--- src/rtl/fetch_debug_ctrl.sv ---
// Fetch-stage debug controller: UART byte loader into instruction memory, run/step PC control, HALT detection.
// Optional cycle counter output enabled by defining FETCH_CYCLE_COUNT_EN.
module fetch_debug_ctrl #(
    parameter int                          NB_DATA        = 8,
    parameter int                          NB_INSTRUCTION = 32,
    parameter int                          NB_ADDR        = 32,
    parameter int                          IMEM_DEPTH     = 256,
    parameter logic [NB_INSTRUCTION-1:0]   HALT_WORD      = 32'hFFFFFFFF
) (
    input  logic                      i_clock,
    input  logic                      i_reset,
    input  logic [NB_DATA-1:0]        i_rx_data,
    input  logic                      i_rx_valid,
    input  logic [NB_INSTRUCTION-1:0] i_instruction,
    output logic                      o_imem_wr_en,
    output logic [NB_ADDR-1:0]        o_imem_wr_addr,
    output logic [NB_INSTRUCTION-1:0] o_imem_wr_data,
    output logic                      o_pc_enable,
    output logic                      o_pc_reset,
    output logic                      o_read_enable,
    output logic                      o_program_done,
`ifdef FETCH_CYCLE_COUNT_EN
    output logic [31:0]               o_cycle_count,
`endif
    output logic [2:0]                o_state
);

    localparam int BPW   = NB_INSTRUCTION / NB_DATA;
    localparam int BC_W  = (BPW > 1) ? $clog2(BPW) : 1;
    localparam int CNT_W = $clog2(IMEM_DEPTH + 1);
    localparam int PW    = NB_INSTRUCTION - NB_DATA;

    localparam logic [BC_W-1:0]    LAST_BYTE = BC_W'(BPW - 1);
    localparam logic [NB_ADDR-1:0] ADDR_STEP = NB_ADDR'(NB_INSTRUCTION / 8);
    localparam logic [NB_DATA-1:0] CMD_L = NB_DATA'(8'h4C);
    localparam logic [NB_DATA-1:0] CMD_C = NB_DATA'(8'h43);
    localparam logic [NB_DATA-1:0] CMD_S = NB_DATA'(8'h53);
    localparam logic [NB_DATA-1:0] CMD_N = NB_DATA'(8'h4E);
    localparam logic [NB_DATA-1:0] CMD_R = NB_DATA'(8'h52);

    typedef enum logic [2:0] {
        IDLE      = 3'd0,
        LOAD      = 3'd1,
        READY     = 3'd2,
        RUN       = 3'd3,
        STEP_WAIT = 3'd4,
        STEP_EXEC = 3'd5,
        DONE      = 3'd6
    } state_t;

    state_t                    state_q, state_d;
    logic [PW-1:0]             word_q, word_d;
    logic [BC_W-1:0]           byte_cnt_q, byte_cnt_d;
    logic [CNT_W-1:0]          word_cnt_q, word_cnt_d;
    logic [NB_ADDR-1:0]        addr_q, addr_d;
    logic                      loaded_q, loaded_d;
    logic                      wr_en_q, wr_en_d;
    logic [NB_ADDR-1:0]        wr_addr_q, wr_addr_d;
    logic [NB_INSTRUCTION-1:0] wr_data_q, wr_data_d;
    logic [NB_INSTRUCTION-1:0] full_word;
    logic                      is_halt;
    logic                      start_load;

    always_comb begin
        state_d        = state_q;
        word_d         = word_q;
        byte_cnt_d     = byte_cnt_q;
        word_cnt_d     = word_cnt_q;
        addr_d         = addr_q;
        loaded_d       = loaded_q;
        wr_en_d        = 1'b0;
        wr_addr_d      = wr_addr_q;
        wr_data_d      = wr_data_q;
        start_load     = 1'b0;
        o_pc_enable    = 1'b0;
        o_pc_reset     = 1'b0;
        o_read_enable  = 1'b0;
        o_program_done = 1'b0;
        full_word      = {word_q, i_rx_data};
        is_halt        = (i_instruction == HALT_WORD);

        case (state_q)
            IDLE: begin
                o_pc_reset = 1'b1;
                if (i_rx_valid && i_rx_data == CMD_L) start_load = 1'b1;
            end
            LOAD: begin
                o_pc_reset = 1'b1;
                if (i_rx_valid) begin
                    word_d = full_word[PW-1:0];
                    if (byte_cnt_q == LAST_BYTE) begin
                        byte_cnt_d = '0;
                        wr_en_d    = 1'b1;
                        wr_addr_d  = addr_q;
                        wr_data_d  = full_word;
                        addr_d     = addr_q + ADDR_STEP;
                        word_cnt_d = word_cnt_q + CNT_W'(1);
                        // The final word and the move to READY land on the same edge.
                        if (full_word == HALT_WORD || word_cnt_d == CNT_W'(IMEM_DEPTH)) begin
                            state_d  = READY;
                            loaded_d = 1'b1;
                        end
                    end else begin
                        byte_cnt_d = byte_cnt_q + BC_W'(1);
                    end
                end
            end
            READY: begin
                o_pc_reset = 1'b1;
                if (i_rx_valid) begin
                    if (i_rx_data == CMD_L)                  start_load = 1'b1;
                    else if (i_rx_data == CMD_C && loaded_q) state_d = RUN;
                    else if (i_rx_data == CMD_S && loaded_q) state_d = STEP_WAIT;
                end
            end
            RUN: begin
                o_read_enable = 1'b1;
                o_pc_enable   = !is_halt;
                if (is_halt) state_d = DONE;
            end
            STEP_WAIT: begin
                o_read_enable = 1'b1;
                if (i_rx_valid) begin
                    if (i_rx_data == CMD_N)      state_d = is_halt ? DONE : STEP_EXEC;
                    else if (i_rx_data == CMD_C) state_d = RUN;
                end
            end
            STEP_EXEC: begin
                o_read_enable = 1'b1;
                o_pc_enable   = 1'b1;
                state_d       = STEP_WAIT;
            end
            DONE: begin
                o_program_done = 1'b1;
                if (i_rx_valid) begin
                    if (i_rx_data == CMD_R)      state_d = READY;
                    else if (i_rx_data == CMD_L) start_load = 1'b1;
                end
            end
            default: state_d = IDLE;
        endcase

        if (start_load) begin
            state_d    = LOAD;
            addr_d     = '0;
            byte_cnt_d = '0;
            word_cnt_d = '0;
            loaded_d   = 1'b0;
        end
    end

    always_ff @(posedge i_clock) begin
        if (!i_reset) begin
            state_q    <= IDLE;
            byte_cnt_q <= '0;
            word_cnt_q <= '0;
            addr_q     <= '0;
            loaded_q   <= 1'b0;
            wr_en_q    <= 1'b0;
            wr_addr_q  <= '0;
            wr_data_q  <= '0;
        end else begin
            state_q    <= state_d;
            byte_cnt_q <= byte_cnt_d;
            word_cnt_q <= word_cnt_d;
            addr_q     <= addr_d;
            loaded_q   <= loaded_d;
            wr_en_q    <= wr_en_d;
            wr_addr_q  <= wr_addr_d;
            wr_data_q  <= wr_data_d;
        end
    end

    // Partial word is never read while the byte counter is zero, so it needs no reset.
    always_ff @(posedge i_clock) begin
        word_q <= word_d;
    end

`ifdef FETCH_CYCLE_COUNT_EN
    logic [31:0] cycle_cnt_q;

    always_ff @(posedge i_clock) begin
        if (!i_reset) begin
            cycle_cnt_q <= '0;
        end else if (state_q == READY && (state_d == RUN || state_d == STEP_WAIT)) begin
            cycle_cnt_q <= '0;
        end else if (o_pc_enable && cycle_cnt_q != 32'hFFFFFFFF) begin
            cycle_cnt_q <= cycle_cnt_q + 32'd1;
        end
    end

    assign o_cycle_count = cycle_cnt_q;
`endif

    assign o_imem_wr_en   = wr_en_q;
    assign o_imem_wr_addr = wr_addr_q;
    assign o_imem_wr_data = wr_data_q;
    assign o_state        = state_q;

endmodule
--- config.mk ---
export PLATFORM = sky130hd
export DESIGN_NAME = fetch_debug_ctrl
export DESIGN_NICKNAME = d
export VERILOG_FILES = /design/src/rtl/fetch_debug_ctrl.sv
export SDC_FILE = /design/constraint.sdc
export NUM_CORES = 1
export LEC_CHECK = 0
export BUFFER_PORTS_ARGS = -buffer_cell sky130_fd_sc_hd__clkbuf_2
export CAP_MARGIN = 20
export CORE_MARGIN = 3
export CORE_UTILIZATION = 49
export DETAILED_ROUTE_END_ITERATION = 10
export GPL_TIMING_DRIVEN = 0
export PLACE_DENSITY = 0.86
export SETUP_SLACK_MARGIN = 0.02
export SLEW_MARGIN = 5
export SYNTH_ARGS = -nofsm -noshare
export SYNTH_HDL_FRONTEND = slang
export SYNTH_SLANG_ARGS = --single-unit
--- constraint.sdc ---
create_clock -name i_clock -period 2 [get_ports i_clock]
set_input_delay 0.1 -clock i_clock [delete_from_list [all_inputs] [get_ports i_clock]]
set_output_delay 0.1 -clock i_clock [all_outputs]
set_load 0.01 [all_outputs]
==> results.md, run 1 <==
- Die Wd: 112 um
- Vias in the first global route: 4891
- CTS H-Tree Depth: 4
- Remaining routing DRC violations: 0
- Post-synth cell types: 58
- Crit. Startpoint: o_state[1]$_SDFFE_PP0P_
- Gr usage total: 22.5%
- Clk slew on worst S/H paths: 0.07 ns
- Area Growth Syn to Fin: 31.1%
- Sw Pwr: 1.34 mW
- Routability cong.: 0.870
- Asr flop ratio synth: 0%
- Die height: 112 um
- XOR/XNOR Fraction of Synth Area: 5.90%
- Crit Path Category: reg -> reg
- Synth area leaders: dfxtp_1, edfxtp_1, nand2_1
- PD cells: 784 nW/um^2
- Critical path data arrival time: 2.41 ns
- Iter 0 DRT Violations: 386
- Max frequency: 0.500 GHz
- WP data required: 2.41 ns
- Mux cell area share after synthesis: 0%
- Cell count after synthesis: 602
- Rel. slew slack: 57.3%
- WHS: 0.132 ns
- Grt total ovfl: 0
- Seq pwr share: 47.6%
- RSZ-0062 raised after global routing: true
- Sequential element share of the synthesized area: 52.4%
- Initial Util: 50.5%
- Largest net degree at the start of global routing: 17
- Initial antenna violation count: 0
- Part of the power in the clock network: 49.8%
- CTS Buf Count: 17
- # IOs: 115
- CP top delay family: simple AND/OR/NAND/NOR gates
- Routed wire per std cell: 16.4 um
- Internal: 4.32 mW
- Vias per std cell: 5.57
- Clock buffer depth: 2
- Adder-Cell Fraction of Synth Area: 0.911%
- Period utilization: 99.9%
- Simple-gate portion of the synthesized area: 24.8%
- Main combinational cell family by area after synthesis: simple AND/OR/NAND/NOR gates
- Final hold vios: 0
- Detailed Routing Iterations Pass 1: 5
- Inst Count DP: 855
- CTS root buf: clkbuf_8
- Synthesized cell area: 5500 um^2
- Post-synth EDFFs: 24
- Actual slew at the worst max-slew pin: 0.631 ns
- Share of the synthesized area in the top cell type: 39.3%
- Gate power share: 2.5%
- Crit path cell chain: nand4bb_4 -> buf_12 -> clkinv_16 -> nand4_4 -> nor4_4 -> nand4_1 -> xor2_1 -> nor2_1
- Setup crit end kind: flop
- Final setup violation count: 0
- Total Wirelength: 15000 um
- Pleak: 2.79 nW
- First-pass GRT wire length: 23000 um
- Hold crit path type: in -> reg
- Worst R2R Start: o_state[1]$_SDFFE_PP0P_
- Clk sink count: 132
- Layout cells sized above 1: 28.5%
- Min Tclk post-route: 2.00 ns
- Post-placement cell area: 6240 um^2
- Die area: 12500 um^2
- Routed via count: 5083
- Row Count: 38
- Syn_area_per_cell: 9.13 um^2
- Main synth FF type: dfxtp_1
- TritonCTS clock tree: done
- MaxCap Viol Count: 0
- Final ANT Viol Nets: 0
- WP buf/inv: 2
- Final nets: 807
- Yosys reg bits: 132
- Final worst clock skew: 0.00807 ns
- Critical Path Max Stage Delay: 0.39 ns
- Synth warnings: 0
- Hold Startpoint: i_rx_valid
- CP max FO: 8
- Switch share: 23.7%
- Startpoint Class: flop
- Final Non-Filler Cells: 913
- Clock latency on the worst-skew pair: 0.53 ns
- Port bufs: 112
- Antenna Cells: 0
- Peak supply drop: 545 uV
- Slew Limit Fails: 0
- Cell taking the most area after synthesis: dfxtp_1
- Post-DP HPWL: 9370 um
- Critical Path Slowest Stage Cell: nor4_4
- Core outline area: 10900 um^2
- Post-synthesis compound-gate area fraction: 12.9%
- Design Area, Final: 7210 um^2
- Run status: complete, no violations
worst reg2reg max path: stages (launching register included):
cell	delay, ns
dfxtp_4	0.37
nand4bb_4	0.24
buf_12	0.17
clkinv_16	0.06
nand4_4	0.12
nor4_4	0.39
nand4_1	0.27
xor2_1	0.22
nor2_1	0.06
cell usage in the layout, fill, tap and decap left out, drive strengths merged, types with 2 or more instances in the layout:
| cell | count |
|---|---|
| a21boi | 63 |
| a21oi | 11 |
| a311oi | 2 |
| and2 | 2 |
| and3 | 8 |
| and4 | 2 |
| and4bb | 2 |
| buf | 26 |
| clkbuf | 153 |
| clkinv | 5 |
| clkinvlp | 3 |
| conb | 2 |
| dfxtp | 108 |
| dlygate4sd3 | 9 |
| edfxtp | 24 |
| ha | 4 |
| inv | 12 |
| nand2 | 158 |
| nand3 | 9 |
| nand4 | 30 |
| nand4bb | 2 |
| nor2 | 51 |
| nor3 | 9 |
| nor4 | 6 |
| nor4b | 2 |
| o21ai | 8 |
| or2 | 2 |
| or3 | 3 |
| xnor2 | 11 |
| xor2 | 26 |
layout make-up:
| type | instances | area (um^2) |
|---|---|---|
| Fill cell | 770 | 3680 |
| Sequential cell | 132 | 2910 |
| Multi-Input combinational cell | 433 | 2570 |
| Timing Repair Buffer | 139 | 790 |
| Clock buffer | 17 | 414 |
| Buffer | 32 | 186 |
| Tap cell | 140 | 175 |
| Clock inverter | 15 | 121 |
| Inverter | 4 | 41.3 |
| Timing Repair inverter | 1 | 6.26 |
power groups by stage:
stage / combinational (mW) / sequential, mW / clock, mW
6_report: 0.142 / 2.69 / 2.82
5_1_grt: 0.154 / 2.69 / 2.94
4_1_cts: 0.136 / 2.70 / 2.81
3_5_place_dp: 0.122 / 2.76 / 0
3_3_place_gp: 0.119 / 2.76 / 0
2_1_floorplan: 0.0541 / 2.76 / 0
Yosys cell counts (all sizes together) (2+ instances only):
cell type,n
a21boi,63
xnor2,11
o21ai,8
edfxtp,24
a21oi,11
and2,2
nor2,51
nand4bb,2
or2,2
and4,2
nand3,9
and3,8
inv,4
ha,4
nand4,30
a311oi,2
nor3,9
clkbuf,24
nor4,6
or3,3
nand2,158
buf,10
nor4b,2
and4bb,2
dfxtp,108
xor2,26
kinds of logic after synthesis:
family          count (synthesis)
xor+xnor                       37
other cells                     1
flops                         132
compound gates                 98
buf+inv                        38
fa+ha+maj                       4
simple gates                  292
routing by layer:
| layer | vias up | part of all wire (%) | GRT usage (%) |
|---|---|---|---|
| li1 | 2397 | - | - |
| met1 | 2409 | 40 | 26.5 |
| met2 | 243 | 50 | 39.4 |
| met3 | 34 | 6.8 | 5.65 |
| met4 | 0 | 2.5 | 8.35 |
| met5 | - | 0 | 0 |
per-stage QoR:
step / setup TNS, ns / power, mW / setup WS, ns / util, %
finish: 0 / 5.65 / 0.00139 / 66.2
global route: -0.342 / 5.79 / -0.105 / 66.2
CTS: -0.694 / 5.64 / -0.0464 / 63.7
detailed placement: -17.92 / 2.88 / -0.372 / 57.3
global placement: -8.09 / 2.88 / -0.284 / 57.3
floorplan: 0 / 2.81 / 0.0622 / -
state kept, by name, indices dropped and copies added, names as in the netlist:
| signal | count |
|---|---|
| addr_q | 30 |
| byte_cnt_q | 2 |
| loaded_q | 1 |
| o_imem_wr_addr | 30 |
| o_imem_wr_data | 32 |
| o_imem_wr_en | 1 |
| o_state | 3 |
| word_cnt_q | 9 |
| word_q | 24 |
final timing paths:
check | slack [ns] | depth (start not counted) | end
max | 0.001 | 8 | addr_q[31]$_SDFFE_PP0P_
min | 0.13 | 4 | o_state[0]$_SDFFE_PN0P_
max reg2reg | 0.001 | 8 | addr_q[31]$_SDFFE_PP0P_
min reg2reg | 0.46 | 2 | o_imem_wr_addr[15]$_SDFFE_PN0P_
repair_timing:
item,CTS,global route
cloned,1,0
buffers inserted,4,14
gates resized for setup,19,50
pin swaps,3,9
hold buffers,8,1
endpoints found under the hold margin,16,4
setup endpoints to repair,105,107
No activity file was read; power rests on OpenSTA's default activity.
==> run 2: changes to the inputs <==
Settings changed: BUFFER_PORTS_ARGS -buffer_cell sky130_fd_sc_hd__clkbuf_2 to -buffer_cell sky130_fd_sc_hd__buf_2, GPL_ROUTABILITY_DRIVEN set to 1.
Clock period 2 ns to 1.6 ns, I/O delays scaled along.
==> run 2 against run 1 <==
  * The run now ends with negative setup slack left
  * Critical path depth shrank 1
  * Global-route usage grew 10 points
  * Power grew 33%
  * Die area is the same
  * Count of clock-buffer cells in the layout grew 2
  * Register-to-register slack lost 0.68 ns
  * Wire length grew 63%
  * First-iteration DRC count grew 100%
  * Combinational power grew 75%
  * Largest cell class is now multi-input combinational cells
  * Highest routed layer unchanged
==> results.md, run 2 (same netlist as run 1, synthesis figures left out) <==
- CTS Buf Count: 17 (unchanged)
- MaxCap Viol Count: 0 (unchanged)
- WP data required: 2.03 ns (-0.38 ns)
- Rel. slew slack: 49.9% (-7.4 points)
- Iter 0 DRT Violations: 771 (+100%)
- Port bufs: 112 (unchanged)
- Hold crit path type: in -> reg
- Grt total ovfl: 0 (unchanged)
- Remaining routing DRC violations: 0 (unchanged)
- Pleak: 3.76 nW (+35%)
- WP buf/inv: 1 (-1)
- Vias per std cell: 6.48 (+16%)
- Row Count: 38 (unchanged)
- Final ANT Viol Nets: 0 (unchanged)
- Routed via count: 6294 (+24%)
- Die height: 112 um (unchanged)
- Initial Util: 50.5% (unchanged)
- CTS H-Tree Depth: 4 (unchanged)
- Area Growth Syn to Fin: 62.1%
- Crit Path Category: reg -> reg
- Largest net degree at the start of global routing: 17 (unchanged)
- Commonest cells after routing, fill and taps aside: buf_2, nand2_1, dfxtp_1
- Total Wirelength: 24400 um (+63%)
- Run status: complete, but fails checks
- CP top delay family: simple AND/OR/NAND/NOR gates
- Post-placement cell area: 6380 um^2 (+2.3%)
- Failing checks: negative setup slack
- Detailed Routing Iterations Pass 1: 5 (unchanged)
- Die Wd: 112 um (unchanged)
- # IOs: 115 (unchanged)
- Final Non-Filler Cells: 971 (+6.4%)
- Final hold vios: 0 (unchanged)
- Final worst clock skew: 0.0175 ns (+0.00947 ns)
- Antenna Cells: 0 (unchanged)
- Fill count: 462 (-40%)
- Clock latency on the worst-skew pair: 0.56 ns (+0.03 ns)
- CTS root buf: clkbuf_8
- Max FFs per register: 32 (unchanged)
- Clk slew on worst S/H paths: 0.07 ns (about the same)
- Slew Limit Fails: 0 (unchanged)
- CP max FO: 5 (-3)
- Layout cells sized above 1: 51.5% (+23 points)
- Util after Layout: 81.8% (+16 points)
- Final nets: 865 (+7.2%)
- Critical Path Max Stage Delay: 0.47 ns (+0.08 ns)
- Vias in the first global route: 5904 (+21%)
- Period utilization: 142% (+42 points)
- Final setup violation count: 94 (+94)
- Final worst slack: -0.679 ns (-0.680 ns)
- Routability cong.: 0.873 (+0.38%)
- Peak supply drop: 978 uV (+79%)
- PD cells: 844 nW/um^2 (+7.6%)
- Design Area, Final: 8910 um^2 (+24%)
- Critical Path Slowest Stage Cell: dfxtp_1
- Post-DP HPWL: 9420 um (+0.49%)
- Setup crit end kind: flop
- Clock buffer depth: 2 (unchanged)
- Inst Count DP: 855 (unchanged)
- Actual slew at the worst max-slew pin: 0.751 ns (+0.120 ns)
- Critical path data arrival time: 2.71 ns (+0.30 ns)
- Die area: 12500 um^2 (unchanged)
- Startpoint Class: flop
- First-pass GRT wire length: 31600 um (+38%)
- Most common cell after layout, fill and taps aside: buf_2
- Min Tclk post-route: 2.28 ns (+0.280 ns)
- Reg-to-reg slack, setup: -0.68 ns (-0.68 ns)
- Initial antenna violation count: 0 (unchanged)
- RSZ-0062 raised after global routing: true
- Crit path cell chain: and4_2 -> nand3_2 -> nor4_4 -> buf_4 -> nand4_1 -> xor2_1 -> nor2_1
- Core outline area: 10900 um^2 (unchanged)
- Setup TNS: -15.15 ns (-15.15 ns)
- Gr usage total: 32.5% (+10 points)
- Clk sink count: 132 (unchanged)
- Max frequency: 0.439 GHz (-12%)
- Routed wire per std cell: 25.2 um (+53%)
- TritonCTS clock tree: done
-- run 2: changes by cell type in the layout (fill, tap and decap cells not counted), moves of 14 or more --
cell,delta
a21boi_2,+37
buf_8,+14
buf_6,+20
nand2_1,-60
buf_2,+110
a21boi_1,+23
buf_4,+19
a21boi_0,-60
nand2_4,+28
nand2_2,+30
clkbuf_2,-123
-- run 2: per-stage QoR --
step	setup WS (ns)	hold slack, ns	total power, mW
finish	-0.679	0.0273	7.52
CTS	-0.284	0.0284	7.28
detailed placement	-0.419	0.314	3.60
floorplan	-0.156	0.179	3.52
global route	-0.718	0.0303	7.61
global placement	-0.330	0.307	3.60
-- run 2: path summary, 6_finish.rpt --
check / depth (start not counted) / end / from
max: 7 / addr_q[29]$_SDFFE_PP0P_ / addr_q[12]$_SDFFE_PP0P_
min: 4 / addr_q[6]$_SDFFE_PP0P_ / i_reset
max reg2reg: 7 / addr_q[29]$_SDFFE_PP0P_ / addr_q[12]$_SDFFE_PP0P_
min reg2reg: 2 / o_imem_wr_addr[15]$_SDFFE_PN0P_ / o_imem_wr_addr[15]$_SDFFE_PN0P_
-- run 2: worst min-delay path, cell delays in order --
cell	delay (ns)
buf_2	0.18
nand2_8	0.14
buf_8	0.12
a21oi_2	0.03
-- run 2: power breakdown --
group	switching, mW	total (mW)	internal [mW]
sequential	0.000820	3.36	3.36
combinational	0.122	0.249	0.126
clock	1.73	3.91	2.18
-- run 2: metal layers --
layer	track usage [%]	up-vias	wire, um
met1	35.8	2936	8100
met3	9.08	200	2590
met4	19.8	0	1950
met5	0	-	0
li1	-	2520	-
met2	55.6	638	11800
-- run 2: cell type report --
type                            instances  area [um^2]  area share [%]
Tap cell                              140          175            1.97
Timing Repair Buffer                  201         1580            17.7
Clock inverter                         13          124            1.39
Clock buffer                           19          443            4.97
Inverter                                4         35.0           0.393
Sequential cell                       132         2920            32.8
Multi-Input combinational cell        434         3330            37.4
Timing Repair inverter                  1         8.76          0.0983
Buffer                                 27          293            3.29
-- run 2: timing repair --
action,in CTS,in global routing
hold endpoints to repair,16,0
setup buffers,49,29
pin swaps,61,79
endpoints found under the setup margin,109,111
hold buffers,8,0
cloned,12,2
gates resized for setup,172,201
